===== src/rtl/bin2x2_filter_if.sv =====
// ---------------------------------------------------------------------------
// bin2x2_filter_if
//   Stream bundle for the 2x2 binning stage: cropped pixel stream in
//   (ready/valid) and binned pixel stream out (ready/valid + last).
//
//   pixel_in  / in_valid  / in_ready  : upstream pixel stream
//   pixel_out / out_valid / out_ready : downstream binned stream
//   out_last                          : marks the last binned pixel of a frame
//
//   master : side that feeds pixels and consumes binned output
//   slave  : the binning stage itself
// ---------------------------------------------------------------------------
interface bin2x2_filter_if #(
    parameter int PIXEL_BIT_WIDTH = 12
);
    logic [PIXEL_BIT_WIDTH-1:0] pixel_in;
    logic                       in_valid;
    logic                       in_ready;
    logic [PIXEL_BIT_WIDTH-1:0] pixel_out;
    logic                       out_valid;
    logic                       out_ready;
    logic                       out_last;

    modport master (
        output pixel_in, in_valid, out_ready,
        input  in_ready, pixel_out, out_valid, out_last
    );

    modport slave (
        input  pixel_in, in_valid, out_ready,
        output in_ready, pixel_out, out_valid, out_last
    );
endinterface


===== src/rtl/bin2x2_filter.sv =====
// ---------------------------------------------------------------------------
// bin2x2_filter
//   Consumes a cropped IN_ROWS x IN_COLS raster pixel stream and emits an
//   IN_ROWS/2 x IN_COLS/2 image, each output the mean of one 2x2 block.
//   Horizontal pair sums of even rows are parked in a line buffer and
//   combined with the matching pair of the following odd row.
//
//   Ports:
//     clk      : clock, all state on rising edge
//     reset_n  : asynchronous active-low reset
//     bus      : bin2x2_filter_if.slave (pixel_in/in_valid/in_ready,
//                pixel_out/out_valid/out_ready/out_last)
//
//   Build option:
//     BIN_ROUND_EN defined   -> pixel_out = (sum + 2) >> 2 (round half up)
//     BIN_ROUND_EN undefined -> pixel_out = sum >> 2       (truncate)
// ---------------------------------------------------------------------------
module bin2x2_filter #(
    parameter int PIXEL_BIT_WIDTH = 12,
    parameter int IN_ROWS         = 20,
    parameter int IN_COLS         = 20
) (
    input  logic                  clk,
    input  logic                  reset_n,
    bin2x2_filter_if.slave        bus
);
    localparam int W        = PIXEL_BIT_WIDTH;
    localparam int XW       = (IN_COLS > 2) ? $clog2(IN_COLS) : 1;
    localparam int YW       = (IN_ROWS > 2) ? $clog2(IN_ROWS) : 1;
    localparam int LB_DEPTH = IN_COLS / 2;
    localparam int LW       = (LB_DEPTH > 1) ? $clog2(LB_DEPTH) : 1;

    localparam logic [XW-1:0] X_LAST = XW'(IN_COLS - 1);
    localparam logic [YW-1:0] Y_LAST = YW'(IN_ROWS - 1);

    generate
        if ((IN_ROWS % 2 != 0) || (IN_COLS % 2 != 0) || (IN_ROWS < 2) || (IN_COLS < 2)) begin : g_bad_geometry
            $error("bin2x2_filter: IN_ROWS and IN_COLS must be even and >= 2");
        end
    endgenerate

    // Position of the next pixel to be accepted within the frame.
    logic [XW-1:0] x_q, x_d;
    logic [YW-1:0] y_q, y_d;
    // Left pixel of the current horizontal pair.
    logic [W-1:0]  h_q, h_d;
    // Output register.
    logic [W-1:0]  pixel_out_q, pixel_out_d;
    logic          out_valid_q, out_valid_d;
    logic          out_last_q,  out_last_d;

    // Pair sums of the last even row, one entry per output column.
    logic [W:0]    linebuf_q [LB_DEPTH];

    logic          accept;
    logic          load;
    logic          lb_we;
    logic [LW-1:0] lb_idx;
    logic [W:0]    hsum;
    logic [W+1:0]  sum;
    logic [W+1:0]  sum_adj;
    logic [W-1:0]  binned;

    // The output slot frees up when it is empty or being popped this cycle,
    // so a pop and a load can share one cycle without a bubble.
    assign bus.in_ready  = bus.out_ready | ~out_valid_q;
    assign accept        = bus.in_valid & bus.in_ready;

    assign bus.pixel_out = pixel_out_q;
    assign bus.out_valid = out_valid_q;
    assign bus.out_last  = out_last_q;

    // Even rows write an entry, odd rows read it: never the same cycle.
    assign lb_idx = LW'(x_q >> 1);
    assign hsum   = {1'b0, h_q} + {1'b0, bus.pixel_in};
    assign sum    = {1'b0, linebuf_q[lb_idx]} + {1'b0, hsum};

`ifdef BIN_ROUND_EN
    // Max (4*(2^W-1)+2) still fits W+2 bits, and >>2 stays within W bits.
    assign sum_adj = sum + (W+2)'(2);
`else
    assign sum_adj = sum;
`endif
    assign binned  = W'(sum_adj >> 2);

    assign lb_we = accept &  x_q[0] & ~y_q[0];
    assign load  = accept &  x_q[0] &  y_q[0];

    // NOTE: every always_comb output gets a default first, so no path can
    // leave it unassigned and infer a latch.
    always_comb begin
        x_d         = x_q;
        y_d         = y_q;
        h_d         = h_q;
        pixel_out_d = pixel_out_q;
        out_valid_d = out_valid_q;
        out_last_d  = out_last_q;

        if (accept) begin
            if (x_q == X_LAST) begin
                x_d = '0;
                y_d = (y_q == Y_LAST) ? '0 : y_q + YW'(1);
            end else begin
                x_d = x_q + XW'(1);
            end

            if (!x_q[0]) begin
                h_d = bus.pixel_in;
            end
        end

        if (load) begin
            pixel_out_d = binned;
            out_valid_d = 1'b1;
            out_last_d  = (x_q == X_LAST) && (y_q == Y_LAST);
        end else if (bus.out_ready) begin
            out_valid_d = 1'b0;
        end
    end

    // NOTE: state flops use non-blocking assignments so every flop samples
    // the pre-edge values regardless of statement order.
    always_ff @(posedge clk or negedge reset_n) begin
        if (!reset_n) begin
            x_q         <= '0;
            y_q         <= '0;
            h_q         <= '0;
            pixel_out_q <= '0;
            out_valid_q <= 1'b0;
            out_last_q  <= 1'b0;
        end else begin
            x_q         <= x_d;
            y_q         <= y_d;
            h_q         <= h_d;
            pixel_out_q <= pixel_out_d;
            out_valid_q <= out_valid_d;
            out_last_q  <= out_last_d;
        end
    end

    // NOTE: the line buffer has no reset; every entry is written on an even
    // row before the odd row that reads it, so stale contents never escape.
    always_ff @(posedge clk) begin
        if (lb_we) begin
            linebuf_q[lb_idx] <= hsum;
        end
    end
endmodule


===== src/flat_wrapper.sv =====
// flat-port wrapper written by rule: the top's interface ports become plain ports
module bin2x2_filter_flat 
#(
    parameter int PIXEL_BIT_WIDTH = 12,
    parameter int IN_ROWS         = 20,
    parameter int IN_COLS         = 20
)
  (clk, reset_n, bus_pixel_in, bus_in_valid, bus_out_ready, bus_in_ready, bus_pixel_out, bus_out_valid, bus_out_last);
  bin2x2_filter_if #(.PIXEL_BIT_WIDTH(PIXEL_BIT_WIDTH)) bus_i ();
  input  logic clk;
  input  logic reset_n;
  input wire logic [$bits(bus_i.pixel_in)-1:0] bus_pixel_in;
  input wire logic [$bits(bus_i.in_valid)-1:0] bus_in_valid;
  input wire logic [$bits(bus_i.out_ready)-1:0] bus_out_ready;
  output wire logic [$bits(bus_i.in_ready)-1:0] bus_in_ready;
  output wire logic [$bits(bus_i.pixel_out)-1:0] bus_pixel_out;
  output wire logic [$bits(bus_i.out_valid)-1:0] bus_out_valid;
  output wire logic [$bits(bus_i.out_last)-1:0] bus_out_last;
  assign bus_i.pixel_in = bus_pixel_in;
  assign bus_i.in_valid = bus_in_valid;
  assign bus_i.out_ready = bus_out_ready;
  assign bus_in_ready = bus_i.in_ready;
  assign bus_pixel_out = bus_i.pixel_out;
  assign bus_out_valid = bus_i.out_valid;
  assign bus_out_last = bus_i.out_last;
  bin2x2_filter #(.PIXEL_BIT_WIDTH(PIXEL_BIT_WIDTH), .IN_ROWS(IN_ROWS), .IN_COLS(IN_COLS)) u_core (.clk(clk), .reset_n(reset_n), .bus(bus_i));
endmodule

===== config.mk =====
export PLATFORM = sky130hd
export DESIGN_NAME = bin2x2_filter_flat
export DESIGN_NICKNAME = d
export VERILOG_FILES = /design/src/rtl/bin2x2_filter_if.sv /design/src/rtl/bin2x2_filter.sv /design/src/flat_wrapper.sv
export SDC_FILE = /design/constraint.sdc
export NUM_CORES = 1
export LEC_CHECK = 0
export ABC_CLOCK_PERIOD_IN_PS = 6770
export CAP_MARGIN = 5
export CORE_MARGIN = 1.5
export CORE_UTILIZATION = 50
export DETAILED_ROUTE_END_ITERATION = 8
export GPL_ROUTABILITY_DRIVEN = 1
export PLACE_DENSITY = 0.74
export SYNTH_ARGS = -nofsm -noshare
export SYNTH_HDL_FRONTEND = slang
export SYNTH_SLANG_ARGS = --single-unit

===== constraint.sdc =====
create_clock -name clk -period 6.77 [get_ports clk]
set_clock_uncertainty 0.2 [all_clocks]
set_input_delay 2.031 -clock clk [delete_from_list [all_inputs] [get_ports clk]]
set_output_delay 2.031 -clock clk [all_outputs]
set_load 0.02 [all_outputs]

## Word-level counts from Yosys, hierarchy flattened

Memories as Yosys holds them, arrays and structs flattened.
Index checks and enable logic that the tools add are counted.

- Add/subtract/negate cells: 4
- Multipliers: 0
- Divide/modulo/power cells: 0
- Order comparisons: 0
- Eq/ne operators: 2
- Shift operators: 0
- Muxes and demuxes: 6
- Bitwise logic cells: 8
- Reductions and logical operators: 4

Operator list:

| operator | count |
|---|---|
| $add 13x13->14 | 1 |
| $add 12x12->13 | 1 |
| $add 5x1->5 const B | 2 |
| $eq 5x5->1 const B | 2 |
| $mux 5 | 2 |
| $and 1x1->1 | 4 |
| $mux 1 | 4 |
| $reduce_and 2->1 | 2 |
| $not 1->1 | 3 |
| $reduce_bool 2->1 | 1 |
| $logic_and 1x1->1 | 1 |
| $or 1x1->1 | 1 |

- Register bits after elaboration: 36
- Latch bits: 0
- Memory bits (writable): 130
- Bits in read-only memories: 0
- Input port bits: 16
- Output and inout port bits: 15
- Logic and storage cells: 31
- Memories: 1

Memory list:

| name | words | width | read ports | clocked after memory_dff | wr ports | RTL line | source |
|---|---|---|---|---|---|---|---|
| u_core.linebuf_q | 10 | 13 | 1 | 0 | 1 | bin2x2_filter.sv:53 | `logic [W:0] linebuf_q [LB_DEPTH];` |

## Depth between registers and ports, before layout

Gate-level depths: netlist of the first run.

- Depth in word-level cells: 7
- Mapped depth: 16
- Gate-level depth less buffers: 16

## Worst setup path before layout of the first run

No wires, ideal clock.

- Path kind: in2reg
- Start: in bus_pixel_in[0]
- End: reg u_core.pixel_out_q[10], in the netlist u_core.bus.pixel_out[10]
- Setup time: 104 ps
- Arrival: 5262 ps
- Data required time: 6466 ps
- Path slack: 1204 ps
- Stages: 15
- Buffers on the path: 0
- Path through: ha_1 -> fa_1 -> a21o_1 -> a21oi_1 -> o21bai_1 -> a21oi_1 -> o21bai_1 -> a211oi_1 -> o21bai_1 -> xor2_1 -> ha_1 -> a21o_1 -> a21o_1 -> o21a_1 -> a221oi_1

- Cells in the longest elaborated chain, start to end: 2

Ends and longest elaborated chain:

| element | RTL line | source |
|---|---|---|
| start, declared | flat_wrapper.sv:12 | `input wire logic [$bits(bus_i.pixel_in)-1:0] bus_pixel_in;` |
| $add 12x12->13 | bin2x2_filter.sv:75 | `assign hsum = {1'b0, h_q} + {1'b0, bus.pixel_in};` |
| via u_core.hsum[10] | bin2x2_filter.sv:59 | `logic [W:0] hsum;` |
| $add 13x13->14 | bin2x2_filter.sv:76 | `assign sum = {1'b0, linebuf_q[lb_idx]} + {1'b0, hsum};` |
| end signal, assigned | bin2x2_filter.sv:135 | `pixel_out_q <= pixel_out_d;` |
| end, declared | bin2x2_filter.sv:48 | `logic [W-1:0] pixel_out_q, pixel_out_d;` |

The timed path passes the listed nets, and every way through them passes these cells.
A chain may end at the register's enable or synchronous reset.

## Worst setup path in the final report of the first run

Same ends and word-level chain as after synthesis.

==> results of run 1 <==
[area by class of cell]
cell class	instances	area share [%]
clock buffers	17	4.88
flip-flops and latches	166	55.2
multi-input cells	301	30.0
inverters	10	0.431
well taps	184	2.64
clock inverters	14	1.82
repair buffers	50	5.11
[registers in the layout (all words and copies together) (netlist names)]
| name | count |
|---|---|
| u_core.bus.pixel_out | 12 |
| u_core.h_q | 12 |
| u_core.y_q | 5 |
| u_core.bus.out_last | 1 |
| u_core.x_q | 5 |
| u_core.bus.out_valid | 1 |
| u_core.linebuf_q | 130 |
[worst paths after layout]
kind | cells past startpoint | end | start
min in group asynchronous | 1 | u_core.h_q[7] | reset_n
hold reg to reg | 2 | u_core.bus.pixel_out[4] | u_core.bus.pixel_out[4]
hold / removal | 2 | u_core.bus.pixel_out[4] | u_core.bus.pixel_out[4]
setup reg to reg | 14 | u_core.bus.pixel_out[10] | u_core.x_q[2]
max in group asynchronous | 1 | u_core.x_q[1] | reset_n
setup / recovery | 16 | u_core.bus.pixel_out[10] | bus_pixel_in[0]
[kinds of logic (layout without fill, tap and decap cells)]
| kind of cell | after synthesis | after routing | synth area share, % |
|---|---|---|---|
| AND/OR/NAND/NOR | 104 | 104 | 6.78 |
| adder cells (fa/ha/maj) | 28 | 28 | 4.77 |
| buffers and inverters | 30 | 91 | 1.65 |
| flip-flops | 166 | 166 | 64.0 |
| AO/OA/AOI/OAI | 93 | 93 | 8.35 |
| multiplexers | 57 | 57 | 12.1 |
| XOR/XNOR | 19 | 19 | 2.32 |
[per-layer routing]
metal	vias up	track usage, %	wire, um
li1	2026	-	-
met1	2182	27.6	6690
met2	116	34.4	7620
met3	28	5.05	714
met4	0	9.16	354
met5	-	0	0
[power groups by stage]
stage | Combinational [mW] | Sequential (mW) | Clock, mW
2_1_floorplan | 1.66 | 1.61 | 0
3_3_place_gp | 2.24 | 1.62 | 0
3_5_place_dp | 2.31 | 1.63 | 0
4_1_cts | 2.33 | 1.61 | 0.970
5_1_grt | 2.56 | 1.63 | 1.01
6_report | 2.33 | 1.60 | 0.955
[metrics by stage]
step / setup WS, ns / std cells / hold slack, ns / area [um2]
after floorplan: 1.20 / 497 / 0.285 / 7510
after global placement: 0.675 / 711 / 0.271 / 8130
after detailed placement: 0.598 / 711 / 0.275 / 8130
after CTS: 0.982 / 742 / 0.289 / 8710
after global routing: 0.678 / 742 / 0.322 / 8710
final: 0.961 / 742 / 0.283 / 8710
[placed cells by master, fill, tap and decap left out, types with 3 or more instances in the layout]
cell	instances
sky130_fd_sc_hd__nand4_1	3
sky130_fd_sc_hd__o21a_1	5
sky130_fd_sc_hd__xor2_1	4
sky130_fd_sc_hd__a21oi_1	26
sky130_fd_sc_hd__ha_1	27
sky130_fd_sc_hd__clkdlybuf4s50_1	29
sky130_fd_sc_hd__dfrtp_1	35
sky130_fd_sc_hd__inv_1	10
sky130_fd_sc_hd__mux4_2	25
sky130_fd_sc_hd__nor3_1	9
sky130_fd_sc_hd__o21ai_0	11
sky130_fd_sc_hd__nor2_1	28
sky130_fd_sc_hd__mux2i_1	14
sky130_fd_sc_hd__xnor2_1	14
sky130_fd_sc_hd__o21ai_1	5
sky130_fd_sc_hd__nor2b_1	11
sky130_fd_sc_hd__o21bai_1	5
sky130_fd_sc_hd__buf_4	20
sky130_fd_sc_hd__a211oi_1	14
sky130_fd_sc_hd__a31oi_1	3
sky130_fd_sc_hd__nor3b_1	3
sky130_fd_sc_hd__mux2_2	17
sky130_fd_sc_hd__clkinv_1	4
sky130_fd_sc_hd__clkbuf_16	17
sky130_fd_sc_hd__nand3_1	4
sky130_fd_sc_hd__nand2_1	26
sky130_fd_sc_hd__nor3_2	4
sky130_fd_sc_hd__a21o_1	12
sky130_fd_sc_hd__nand2b_1	4
sky130_fd_sc_hd__and2_1	3
sky130_fd_sc_hd__bufinv_16	3
sky130_fd_sc_hd__edfxtp_1	130
[worst max-delay path: stages]
cell,delay (ns)
sky130_fd_sc_hd__clkdlybuf4s50_1,0.44
sky130_fd_sc_hd__ha_1,0.29
sky130_fd_sc_hd__fa_1,0.43
sky130_fd_sc_hd__a21o_1,0.19
sky130_fd_sc_hd__a21oi_1,0.23
sky130_fd_sc_hd__o21bai_1,0.09
sky130_fd_sc_hd__a21oi_1,0.23
sky130_fd_sc_hd__o21bai_1,0.12
sky130_fd_sc_hd__a211oi_1,0.31
sky130_fd_sc_hd__o21bai_1,0.14
sky130_fd_sc_hd__xor2_1,0.32
sky130_fd_sc_hd__ha_1,0.37
sky130_fd_sc_hd__a21o_1,0.18
sky130_fd_sc_hd__a21o_1,0.18
sky130_fd_sc_hd__o21a_1,0.18
sky130_fd_sc_hd__a221oi_1,0.19
==> results.md, run 1 <==
Outcome:
- The run finished with clean final reports.

Drt:
- After detailed routing, the total wire length is 15,400 um.
- The average wire length per cell after detail routing is 20.7 um.
- The via count normalized by instance count is 5.87.
- The first-pass detailed-route iteration total is 6.
- The final route contains 4,352 vias.
- In the routed design, unresolved DRC markers number 0.
- The count of nets left with antenna violations once routing finished came out at 0.
- The initial detailed-routing violation count is 341.

Synthesis:
- Counting flops and latches in the post-synthesis netlist gives 166.
- Synthesis produced a netlist whose cell count is 497.
- The net count after synthesis is 541.
- In this run the cell area of the synthesized design comes to 0.00751 mm2.
- Summed over all instances, the cell type with the most area after synthesis is sky130_fd_sc_hd__edfxtp_1.
- The count of warnings emitted by yosys is 0.
- By instance count, the leading cell after synthesis is sky130_fd_sc_hd__edfxtp_1.
- After synthesis, the cell types taking the most area are sky130_fd_sc_hd__edfxtp_1 (52%), sky130_fd_sc_hd__dfrtp_1 (12%), sky130_fd_sc_hd__mux4_2 (7.5%).
- The share of synthesized area in the top cell type comes to a little over half.
- The share of the Yosys chip area taken by registers is 64.0%.
- After synthesis, the share of flip-flops with an asynchronous set or reset is 21.7%.
- The main flop type after synthesis is sky130_fd_sc_hd__edfxtp_1.
- The number of library cell types mapped by synthesis is 50.
- The commonest cells after synthesis are sky130_fd_sc_hd__edfxtp_1 (130), sky130_fd_sc_hd__dfrtp_1 (36), sky130_fd_sc_hd__nor2_1 (28), sky130_fd_sc_hd__ha_1 (27).
- The count of flip-flops with a built-in enable after synthesis is 130.
- The average instance in the mapped netlist occupies between 15 and 20 um2.

STA:
- The final hold violation count is 0.
- Summed over all failing endpoints, the final setup total negative slack is 0 ns.
- Setup repair after global routing left no endpoint under its margin.
- Setup violations remaining at the end of the flow were counted as 0.
- The smallest clock period supported by the final layout is computed as 5.81 ns.
- The fmax is around 0.17 GHz.
- The slew of the pin with the lowest slew margin is 1.30 ns.
- The worst pin sits at a relative slew slack of between 10% and 20%.
- The count of pins over their slew limit was 0.
- The final critical path takes up 85.8% of the cycle.

Power:
- The final total power is 4.89 mW.
- The internal power is 3.04 mW.
- Summed over all nets, the switching power comes to 1.85 mW.
- The power share of the sequential group is about a third.
- The power per unit of standard cell area is between 500 and 600 mW/mm2.
- Per report_power, the combinational group accounts for 47.7% of the total.
- The clock network burns just under 20% of the power.
- In this run switching power makes up a little under two fifths of total power.
- IR analysis of the VDD net gives a maximum drop of 0.284 mV.
- In this run the static leakage power is about 3.2 nW.

Critical path:
- The setup path with the least slack is of type in2reg.
- The critical path endpoint category is a flop.
- The required time of the worst setup path is 6.89 ns.
- The maximum net fanout on the critical path is 4.
- At the worst endpoint, the arrival time is 5.93 ns.
- The register-to-register setup slack is 2.39 ns.
- The critical path startpoint category is an input port.

Floorplan:
- The starting utilization of the core area is 51.4%.
- The die is 126 um tall.
- In this run the count of I/O pins placed on the die edge is 31.
- The die covers ~0.016 mm2.
- The floorplan step defined a core boundary enclosing around 0.015 mm2.
- The number of cell rows is 44.
- The die is 126 um wide.

Cells and area:
- For this run, the post-layout net count is 590.
- The synthesis-to-layout area growth is 16.1%.
- The share of post-route cells with drive strength above 1 is between 10% and 20%.
- The post-layout utilization of the core is about three fifths.
- The filler cell count in the final layout is 1,061.
- In the final layout, flip-flops and latches occupy 0.00481 mm2.
- The antenna diode count is 0.
- The area used by multi-input combinational logic is 0.00261 mm2.

Clock tree:
- The root cell of the clock tree is sky130_fd_sc_hd__clkbuf_16.
- The post-cts resize count is 0.
- Buffers added to address setup during post-CTS repair amount to 0.
- Clock-pin slew was measured on the worst setup and hold paths at approximately 0.06 ns.
- The deepest clock path buffer count is 2.
- Clock tree synthesis inserted a total of 17 buffers.
- The later pin in the worst-skew pair is clocked with a latency of roughly 0.43 ns.
- TritonCTS built the clock tree.
- Counting every sink on the clock net gives 166.
- The count of H-tree levels built during CTS is 4.
- The number of buffers inserted by hold repair at cts is 0.

Global routing:
- The number of global-route vias before repair was 4,726.
- After global routing the overflow that remains totals 0.
- The first-pass GRT wire length is ~25,000 um.
- The initial antenna violation count is 0.
- Entering global routing, the biggest net connects 37 pins.
- The overall fraction of global-route tracks in use is a little over a fifth.

Worst hold path:
- The path class of the tightest hold or removal check is reg2reg.

Placement:
- The wire-length estimate of the detail-placed layout is 9850 um.
- The number of buffers added on ports is 30.
- The final RePlAce weighted congestion is 0.826.

Run:
- The count of max-cap constraint violations is 0.
(Power assumes the default switching activity.)
==> run 2, diff against run 1 <==
--- a/constraint.sdc
+++ b/constraint.sdc
@@ -3,3 +3,3 @@
 set_input_delay 2.031 -clock clk [delete_from_list [all_inputs] [get_ports clk]]
 set_output_delay 2.031 -clock clk [all_outputs]
-set_load 0.02 [all_outputs]
+set_load 0.01 [all_outputs]
==> results of run 2 <==
Same layout as run 1 (identical final DEF). Status: finished, final reports clean.
Among the figures that moved: total power 4.89 mW -> 4.86 mW
==> run 3, diff against run 2 <==
CORE_MARGIN = default   (was 1.5)
CORE_UTILIZATION = 45   (was 50)
PLACE_DENSITY = 0.68   (was 0.74)
REMOVE_ABC_BUFFERS = 1   (was default)
==> run 3 against run 2 <==
Via count down 2.4%. Global-route usage fell by 3.0 points. Worst setup slack got worse by 0.17 ns. Critical path depth shrank 1. Utilization decreased by 5.4 points. Cell count rose by 3.8%. Sequential power up 2%. Final area increased by 0.11%. First-iteration DRC count is 22% lower. Flip-flop and latch count unchanged. Worst hold slack worse by 0.0069 ns. Register-to-register slack got worse by 0.27 ns. Critical path type unchanged. Largest cell class unchanged. Highest routed layer unchanged.
==> results.md, run 3 (synthesis gave the netlist of run 1 again) <==
Global routing:
- The first-pass GRT wire length is 23,300 um (was 25,100 um).
- The maximum number of pins on one net before global-route repair came to 37 (unchanged).
- The remaining global-route overflow is 0 (unchanged).
- The initial antenna violation count is 0 (unchanged).
- The overall fraction of global-route tracks in use is 18.2% (was 21.2%).
- The number of global-route vias before repair is 4,481 (was 4,726).

Clock tree:
- The root cell of the clock tree is sky130_fd_sc_hd__clkbuf_16 (unchanged).
- The number of buffers created by CTS is 17 (unchanged).
- The later-pin clock latency in the skew report was 0.43 ns (about the same).
- The number of clock sinks came to 166 (unchanged).
- The deepest clock path buffer count is 2 (unchanged).
- The number of buffers inserted by hold repair at cts was 0 (unchanged).
- The TritonCTS clock tree is built (unchanged).
- The count of H-tree levels built during CTS came to 4 (unchanged).
- The number of setup buffers added after CTS was 0 (unchanged).
- The clock-pin slew on the worst setup and hold paths was 0.06 ns (about the same).
- The post-cts resize count came to 0 (unchanged).

STA:
- The relative max-transition margin is 26.0% (was 13.0%).
- The slew of the pin with the lowest slew margin is 1.10 ns (was 1.30 ns).
- RSZ-0062 raised after global routing: false (unchanged).
- The count of pins over their slew limit came to 0 (unchanged).
- The number of setup violations in the final report was 0 (unchanged).
- The minimum clock period after layout came to 5.98 ns (was 5.81 ns).
- The setup TNS was 0 ns (unchanged).
- The final critical-path share of the clock period is 88.3% (was 85.8%).
- The fmax was 0.167 GHz (was 0.172 GHz).
- The final hold violation count came to 0 (unchanged).

Placement:
- The total placed instance area is 0.00814 mm2 (was 0.00813 mm2).
- The number of buffers added on ports is 30 (unchanged).
- The half-perimeter wire length after detailed placement was 9410 um (was 9850 um).
- The final RePlAce weighted congestion came to 0.781 (was 0.826).

Run:
- The count of max-cap constraint violations is 0 (unchanged).

Drt:
- The initial detailed-routing violation count is 265 (was 341).
- The via total after detailed routing is 4,248 (was 4,352).
- The final wirelength is 14,200 um (was 15,400 um).
- The post-detailed-route count of antenna-violating nets is 0 (unchanged).
- The via count normalized by instance count is 5.52 (was 5.87).
- The count of unresolved DRC violations after routing is 0 (unchanged).
- The average wire length per cell after detail routing is 18.5 um (was 20.7 um).
- The first-pass detailed-route iteration total is 4 (was 6).

Cells and area:
- Highest-count cells in the layout ignoring fill and taps: sky130_fd_sc_hd__edfxtp_1 (130), sky130_fd_sc_hd__dfrtp_1 (35), sky130_fd_sc_hd__clkdlybuf4s50_1 (29) (unchanged).
- The flip-flop count of the largest register, all copies and words added is 130 (unchanged).
- The count of nets after finishing is 586 (was 590).
- The area used by multi-input combinational logic came to 0.00262 mm2 (was 0.00261 mm2).
- The total area of sequential cells came to 0.00481 mm2 (unchanged).
- The filler cell count in the final layout came to 1,305 (was 1,061).
- The total non-filler cell area in the finished layout is 0.00872 mm2 (was 0.00871 mm2).
- The commonest non-fill, non-tap cell in the layout was sky130_fd_sc_hd__edfxtp_1 (unchanged).
- The synthesis-to-layout area growth came to 16.2% (was 16.1%).
- The share of post-route cells with drive strength above 1 is 18.8% (was 18.5%).
- The register with the most flip-flops is u_core.linebuf_q (unchanged).
- The antenna diode count is 0 (unchanged).

Critical path:
- The required time of the worst setup path is 6.88 ns (was 6.89 ns).
- The critical path class is in2reg (unchanged).
- The critical path startpoint category is an input port (unchanged).
- The maximum net fanout on the critical path is 11 (was 4).
- The data arrival at the endpoint of the critical path was 6.09 ns (was 5.93 ns).
- The critical path endpoint category is a flop (unchanged).

Floorplan:
- The number of cell rows was 46 (was 44).
- The area of the core was 0.0161 mm2 (was 0.0146 mm2).
- The starting utilization of the core area was 46.7% (was 51.4%).
- The top-level port count was 31 (unchanged).
- The x dimension of the die is 131 um (was 126 um).
- The full die area came to 0.0172 mm2 (was 0.0158 mm2).
- The overall die height is 131 um (was 126 um).

Power:
- The power per unit of standard cell area was 545 mW/mm2 (was 558 mW/mm2).
- The static leakage came to 3.13 nW (was 3.16 nW).
- The peak supply drop came to 0.245 mV (was 0.284 mV).

Outcome:
- Run status: finished, final reports clean (unchanged).

Worst hold path:
- The type of the most critical hold path is reg2reg (unchanged).
-- run 3: power by group --
part | internal [mW] | switching (mW)
Sequential | 1.50 | 0.141
Combinational | 0.953 | 1.22
Clock | 0.545 | 0.399
Total | 2.99 | 1.76
-- run 3: worst paths after layout --
kind	startpoint	to	slack, ns	depth (start not counted)
max in group asynchronous	reset_n	u_core.x_q[1]	4.25	1
min	u_core.bus.pixel_out[6]	u_core.bus.pixel_out[6]	0.28	2
min in group asynchronous	reset_n	u_core.bus.pixel_out[9]	1.51	1
min reg2reg	u_core.bus.pixel_out[6]	u_core.bus.pixel_out[6]	0.28	2
max	bus_pixel_in[0]	u_core.bus.pixel_out[11]	0.79	15
max reg2reg	u_core.x_q[1]	u_core.bus.pixel_out[11]	2.12	13
-- run 3: cell type report --
type                    count  area share (%)
clock buffers              17            4.88
clock inverters            14            1.74
inverters                  10           0.430
multi-input cells         301            30.0
flip-flops and latches    166            55.1
well taps                 216            3.10
repair buffers             46            4.73
-- run 3: metal layers --
metal	up-vias	GRT usage, %	part of all wire (%)
met2	91	31.0	51
met5	-	0	0
met3	21	4.71	5.0
met4	0	7.65	1.9
met1	2117	22.0	42
li1	2019	-	-
-- run 3: per-stage QoR --
step / instances / hold slack [ns] / power [mW] / utilization, % / setup WS (ns)
6_report: 770 / 0.276 / 4.75 / 54.3 / 0.791
5_1_grt: 770 / 0.308 / 5.08 / 54.3 / 0.521
4_1_cts: 769 / 0.286 / 4.79 / 54.3 / 0.825
3_5_place_dp: 738 / 0.271 / 3.83 / 50.7 / 0.359
3_3_place_gp: 738 / 0.262 / 3.77 / 50.7 / 0.441
2_1_floorplan: 477 / 0.285 / 3.22 / - / 1.20
-- run 3: critical path, cell delays in order --
cell	delay, ns
sky130_fd_sc_hd__clkdlybuf4s50_1	0.42
sky130_fd_sc_hd__ha_1	0.24
sky130_fd_sc_hd__fa_1	0.41
sky130_fd_sc_hd__a21o_1	0.19
sky130_fd_sc_hd__a21oi_1	0.21
sky130_fd_sc_hd__xnor2_1	0.43
sky130_fd_sc_hd__ha_1	0.43
sky130_fd_sc_hd__a21o_1	0.18
sky130_fd_sc_hd__a21o_1	0.18
sky130_fd_sc_hd__or3_1	0.30
sky130_fd_sc_hd__a41o_1	0.27
sky130_fd_sc_hd__a31oi_4	0.20
sky130_fd_sc_hd__o31ai_2	0.11
sky130_fd_sc_hd__a2111oi_2	0.38
sky130_fd_sc_hd__nor2_1	0.09
